--- src/rtl/alu_mc_pkg.sv ---
// alu_mc shared types: op codes, FSM states, flag bundle.
// Imported by the ALU core and the multi-cycle wrapper.
package alu_mc_pkg;

  typedef enum logic [3:0] {
    ALU_AND   = 4'b0000,
    ALU_OR    = 4'b0001,
    ALU_ADD   = 4'b0010,
    ALU_SUB   = 4'b0110,
    ALU_PASSB = 4'b0111,
    ALU_LSL   = 4'b1000,
    ALU_LSR   = 4'b1001,
    ALU_MUL   = 4'b1010
  } alu_op_e;

  typedef enum logic [1:0] {
    IDLE = 2'd0,
    MUL  = 2'd1,
    HOLD = 2'd2
  } fsm_state_e;

  typedef struct packed {
    logic zero;
    logic negative;
    logic carry;
    logic overflow;
  } flags_t;

endpackage

--- src/rtl/alu_comb_core.sv ---
// Single-cycle ALU ops and NZCV flag generation.
// Also used to flag the finished MUL product via PASSB.
import alu_mc_pkg::*;

module alu_comb_core #(
  parameter int N = 64
) (
  input  logic [N-1:0] a,
  input  logic [N-1:0] b,
  input  logic [3:0]   op,
  output logic [N-1:0] result,
  output flags_t       flags
);

  localparam int SHW = $clog2(N);

  logic [N:0]     sum;
  logic [N:0]     diff;
  logic [SHW-1:0] shamt;
  logic           c;
  logic           v;

  assign sum   = {1'b0, a} + {1'b0, b};
  assign diff  = {1'b0, a} - {1'b0, b};
  assign shamt = b[SHW-1:0];

  always_comb begin
    result = '0;
    c      = 1'b0;
    v      = 1'b0;
    unique case (1'b1)
      (op == ALU_AND):   result = a & b;
      (op == ALU_OR):    result = a | b;
      (op == ALU_ADD): begin
        result = sum[N-1:0];
        c      = sum[N];
        v      = (a[N-1] == b[N-1]) &
                 (sum[N-1] != a[N-1]);
      end
      (op == ALU_SUB): begin
        result = diff[N-1:0];
        // borrow lands in bit N
        c      = ~diff[N];
        v      = (a[N-1] != b[N-1]) &
                 (diff[N-1] != a[N-1]);
      end
      (op == ALU_PASSB): result = b;
      (op == ALU_LSL):   result = a << shamt;
      (op == ALU_LSR):   result = a >> shamt;
      default:           result = '0;
    endcase
  end

  assign flags.zero     = ~|result;
  assign flags.negative = result[N-1];
  assign flags.carry    = c;
  assign flags.overflow = v;

endmodule

--- src/rtl/alu_mc.sv ---
// Multi-cycle ALU: 1-cycle ops, N-step shift-add MUL,
// valid/ready on both sides with a result hold stage.
import alu_mc_pkg::*;

module alu_mc #(
  parameter int N   = 64,
  parameter int SHW = $clog2(N)
) (
  input  logic         clk,
  input  logic         reset,
  input  logic         in_valid,
  output logic         in_ready,
  input  logic [N-1:0] a,
  input  logic [N-1:0] b,
  input  logic [3:0]   alu_control,
  output logic         out_valid,
  input  logic         out_ready,
  output logic [N-1:0] result,
  output logic         zero,
  output logic         negative,
  output logic         carry,
  output logic         overflow
);

  localparam logic [SHW-1:0] LAST = SHW'(N - 1);

  fsm_state_e     state;
  logic [N-1:0]   acc;
  logic [N-1:0]   mcand;
  logic [N-1:0]   mplier;
  logic [SHW-1:0] cnt;
  logic [N-1:0]   res_q;
  flags_t         flg_q;

  logic [N-1:0]   acc_next;
  logic [N-1:0]   core_b;
  logic [3:0]     core_op;
  logic [N-1:0]   core_res;
  flags_t         core_flg;
  logic           accept;

  assign acc_next = acc + (mplier[0] ? mcand : '0);

  // during MUL the core only flags the product
  assign core_b  = (state == MUL) ? acc_next : b;
  assign core_op = (state == MUL) ? ALU_PASSB
                                  : alu_control;

  alu_comb_core #(.N(N)) u_core (
    .a      (a),
    .b      (core_b),
    .op     (core_op),
    .result (core_res),
    .flags  (core_flg)
  );

  assign in_ready  = (state == IDLE) |
                     ((state == HOLD) & out_ready);
  assign out_valid = (state == HOLD);
  assign accept    = in_valid & in_ready;

  always_ff @(posedge clk or negedge reset) begin
    if (!reset) begin
      state  <= IDLE;
      acc    <= '0;
      mcand  <= '0;
      mplier <= '0;
      cnt    <= '0;
      res_q  <= '0;
      flg_q  <= '0;
    end else begin
      unique case (state)
        IDLE, HOLD: begin
          if (accept) begin
            if (alu_control == ALU_MUL) begin
              mcand  <= a;
              mplier <= b;
              acc    <= '0;
              cnt    <= '0;
              state  <= MUL;
            end else begin
              res_q <= core_res;
              flg_q <= core_flg;
              state <= HOLD;
            end
          end else if (state == HOLD && out_ready) begin
            state <= IDLE;
          end
        end
        MUL: begin
          acc    <= acc_next;
          mcand  <= mcand << 1;
          mplier <= mplier >> 1;
          cnt    <= cnt + 1'b1;
          if (cnt == LAST) begin
            res_q <= core_res;
            flg_q <= core_flg;
            state <= HOLD;
          end
        end
        default: state <= IDLE;
      endcase
    end
  end

  assign result   = res_q;
  assign zero     = flg_q.zero;
  assign negative = flg_q.negative;
  assign carry    = flg_q.carry;
  assign overflow = flg_q.overflow;

endmodule

--- config.mk ---
export PLATFORM = sky130hd
export DESIGN_NAME = alu_mc
export DESIGN_NICKNAME = d
export VERILOG_FILES = /design/src/rtl/alu_mc_pkg.sv /design/src/rtl/alu_comb_core.sv /design/src/rtl/alu_mc.sv
export SDC_FILE = /design/constraint.sdc
export NUM_CORES = 2
export LEC_CHECK = 0
export ABC_CLOCK_PERIOD_IN_PS = 8310
export BUFFER_PORTS_ARGS = -buffer_cell sky130_fd_sc_hd__buf_2
export CORE_MARGIN = 10
export CORE_UTILIZATION = 30
export CTS_CLUSTER_DIAMETER = 80
export DETAILED_ROUTE_END_ITERATION = 10
export PLACE_DENSITY = 0.49
export REMOVE_ABC_BUFFERS = 1
export SYNTH_ARGS = -nofsm -noshare
export SYNTH_HDL_FRONTEND = slang
export SYNTH_SLANG_ARGS = --single-unit
export TNS_END_PERCENT = 50
--- constraint.sdc ---
create_clock -name clk -period 8.31 [get_ports clk]
set_clock_uncertainty 0.15 [all_clocks]
set_input_delay 0.4155 -clock clk [delete_from_list [all_inputs] [get_ports clk]]
set_output_delay 0.4155 -clock clk [all_outputs]
set_load 0.03 [all_outputs]
==> out/results.ini <==
[logic_synthesis]
yosys_warnings = 0
synthTopCellsByArea = dfrtp_1, mux2i_1, ha_1
synth_cell_types = 107
async_flop_share = 1.00
ys_seq_area_frac = 0.179
synth.top_cell.area_share = 0.179
ys.flop_type = dfrtp_1
synth_area_um2 = 37400
syn_area_per_cell_um2 = 7.09
synth_edf_count = 0
yosysTopAreaCell = dfrtp_1
synth_common_cells = nand2_1, nor2_1, a21oi_1
ys_ff_latch = 267
netlist_instances = 5277
synth.most_common_cell = nand2_1

[die]
num_rows = 129
dieArea_um2 = 139000
dieHeight_um = 373
pin_count = 206
fp.dieW_um = 373
initial_core_util = 0.302
core_um2 = 124000

[outcome]
violations = max-capacitance violations, max-slew violations
status = finished with violations

[cts]
root_buffer = clkbuf_16
clkTransAtPathRegs_ps = 50
worstSkewPairLatency_ps = 620
clock_path_buffers = 3
cts_tree = done
cts_max_level = 2
cts.sinks = 267
cts_buffers = 39

[setup_path]
arrival_ps = 8470
critical_path_class = reg -> reg
critical-path-slowest-cell = nor4_1
path_buf_inv = 8
path_common_cell = buf_4
worst_setup_path_start_kind = flop
required_ps = 8690
end_kind = flop
cp_max_fo = 7
path_delay_family = simple AND/OR/NAND/NOR gates
slowest_delay_ps = 590

[cells_and_area]
finalInstanceArea_um2 = 48100
nets = 6503
finalNonFillerCells = 7775
syn2layout_area_growth_pct = 28.5
drive_above_1_share = 0.222

[place]
portBuffers = 205
dpl_cell_area_um2 = 46200
post-dp-hpwl_um = 210000
dp.cells = 7672
place.gp.congestion = 1.12

[timing]
worst_slew_pin_slew_ps = 1460
fmax_mhz = 124
setup_viol = 0
fin_hold_ws_ps = 15.5
slew_headroom = -0.000286
fin_crit_ps = 8090
final-hold-violation-count = 0
finalMaxSlewViolations = 1
post-route-period-util = 0.973

[drt]
drt_iter0_markers = 6680
drtPass1Iterations = 9
totalWireLength_um = 260000
drc = 0
num_vias = 48243
ant_nets = 0
post_drt_wl_per_cell_um = 33.5
drt-vias-per-instance = 6.20

[pwr]
power_density_nw_per_um2 = 215
pwr-share-seq = 0.211
p_switching_w = 0.00518
leakagePower_nw = 22.4
switching_share = 0.501
pwr-share-clk = 0.172
total_power_w = 0.0103
ir_worst_vdd_mv = 0.151
comb_power_share = 0.617
intPower_w = 0.00516

[global_route]
antenna_found_initial = 24
grt_first_pass_wirelength_um = 359000
grt_max_degree = 127
grt_pass1_vias = 45572
track_usage = 0.354
gr-total-overflow = 0

[flow_run]
drv_cap = 1

[worst_hold_path]
hold_path_class = in -> reg

-- final timing paths --
kind,start,endpoint,slack (ps),depth (start not counted)
min in group asynchronous,reset,mplier[40]$_DFFE_PN0P_,210,2
worst max-delay path,mplier[0]$_DFFE_PN0P_,zero$_DFFE_PN0P_,220,34
max in group asynchronous,reset,acc[3]$_DFFE_PN0P_,6080,4
worst min register to register,mplier[63]$_DFFE_PN0P_,mplier[62]$_DFFE_PN0P_,320,2
worst max register to register,mplier[0]$_DFFE_PN0P_,zero$_DFFE_PN0P_,220,34
worst min-delay path,b[58],mplier[58]$_DFFE_PN0P_,20,3
-- cell type report --
| cell class | count | area (um^2) |
|---|---|---|
| Sequential cell | 267 | 6680 |
| Timing Repair Buffer | 1167 | 8510 |
| Multi-Input combinational cell | 4398 | 28600 |
| Tap cell | 1637 | 2050 |
| Clock inverter | 16 | 206 |
| Fill cell | 13198 | 75700 |
| Clock buffer | 51 | 1110 |
| Inverter | 234 | 886 |
| Antenna cell | 5 | 12.5 |
-- metal layers --
layer  part of all wire  track usage  vias to the layer above
met2               0.40        0.514                     2982
met4              0.057        0.164                       24
met3               0.11       0.0968                      598
met5            0.00061            0                        -
met1               0.43        0.481                    23610
li1                   -            -                    21029
-- kinds of logic after synthesis --
| kind of cell | Yosys count | share of synthesized area |
|---|---|---|
| simple gates | 1878 | 0.228 |
| compound gates | 1755 | 0.303 |
| xor+xnor | 102 | 0.0241 |
| fa+ha+maj | 260 | 0.0875 |
| flops | 267 | 0.179 |
| mux | 403 | 0.113 |
| buf+inv | 612 | 0.0658 |
-- sequential cells by signal, indices dropped and copies added, names as in the netlist --
signal and count:
carry 1, zero 1, cnt 6, overflow 1
mcand 64, acc 64, state 2, mplier 64
result 64
-- stage by stage --
step	setup TNS, ps	setup WS, ps	utilization
floorplan	-366880	-5750	-
global placement	-2000	-870	0.373
detailed placement	-1830	-890	0.373
CTS	0	30.7	0.387
global route	-5.16	-5.16	0.388
finish	0	220	0.388
-- power groups by stage --
stage	Sequential, W	Combinational [W]	Clock, W
2_1_floorplan	0.00225	0.00315	0
3_3_place_gp	0.00218	0.00608	0
3_5_place_dp	0.00219	0.00606	0
4_1_cts	0.00218	0.00612	0.00183
5_1_grt	0.00225	0.00673	0.00187
6_report	0.00218	0.00638	0.00178
-- worst min-delay path, delay by kind of cell --
kind | cells | cell delay [ps]
buffers and inverters | 1 | 120
AO/OA/AOI/OAI | 1 | 140
multiplexers | 1 | 70
-- repair_timing --
item,CTS,global route
setup buffers,3,2
hold buffers,26,0
pin swaps,2,7
endpoints found under the setup margin,7,5
gates resized for setup,13,44
hold endpoints to repair,93,0
-- layout by cell type (no fill, tap or decap), types with 30 or more instances in the layout --
cell type    n
nor3_1      92
nand3_1    126
nand4_1     72
ha_1       255
a21oi_1    486
o21ai_0    382
a21o_1      79
nor2b_1     30
and2_1      90
buf_4      920
nand2_1    739
o22ai_1     77
buf_2      204
xnor2_1     77
mux2_2      44
a221oi_1    60
clkbuf_16   39
o221ai_1    37
mux2i_1    346
o211ai_1    65
dfrtp_1    266
inv_1      226
o31ai_1     45
nor2_1     492
nand2b_1    31
nor4_1      56
o21bai_1    40
a31oi_1     42
a22oi_1     63
a211oi_1    88
(Power assumes the default switching activity.)
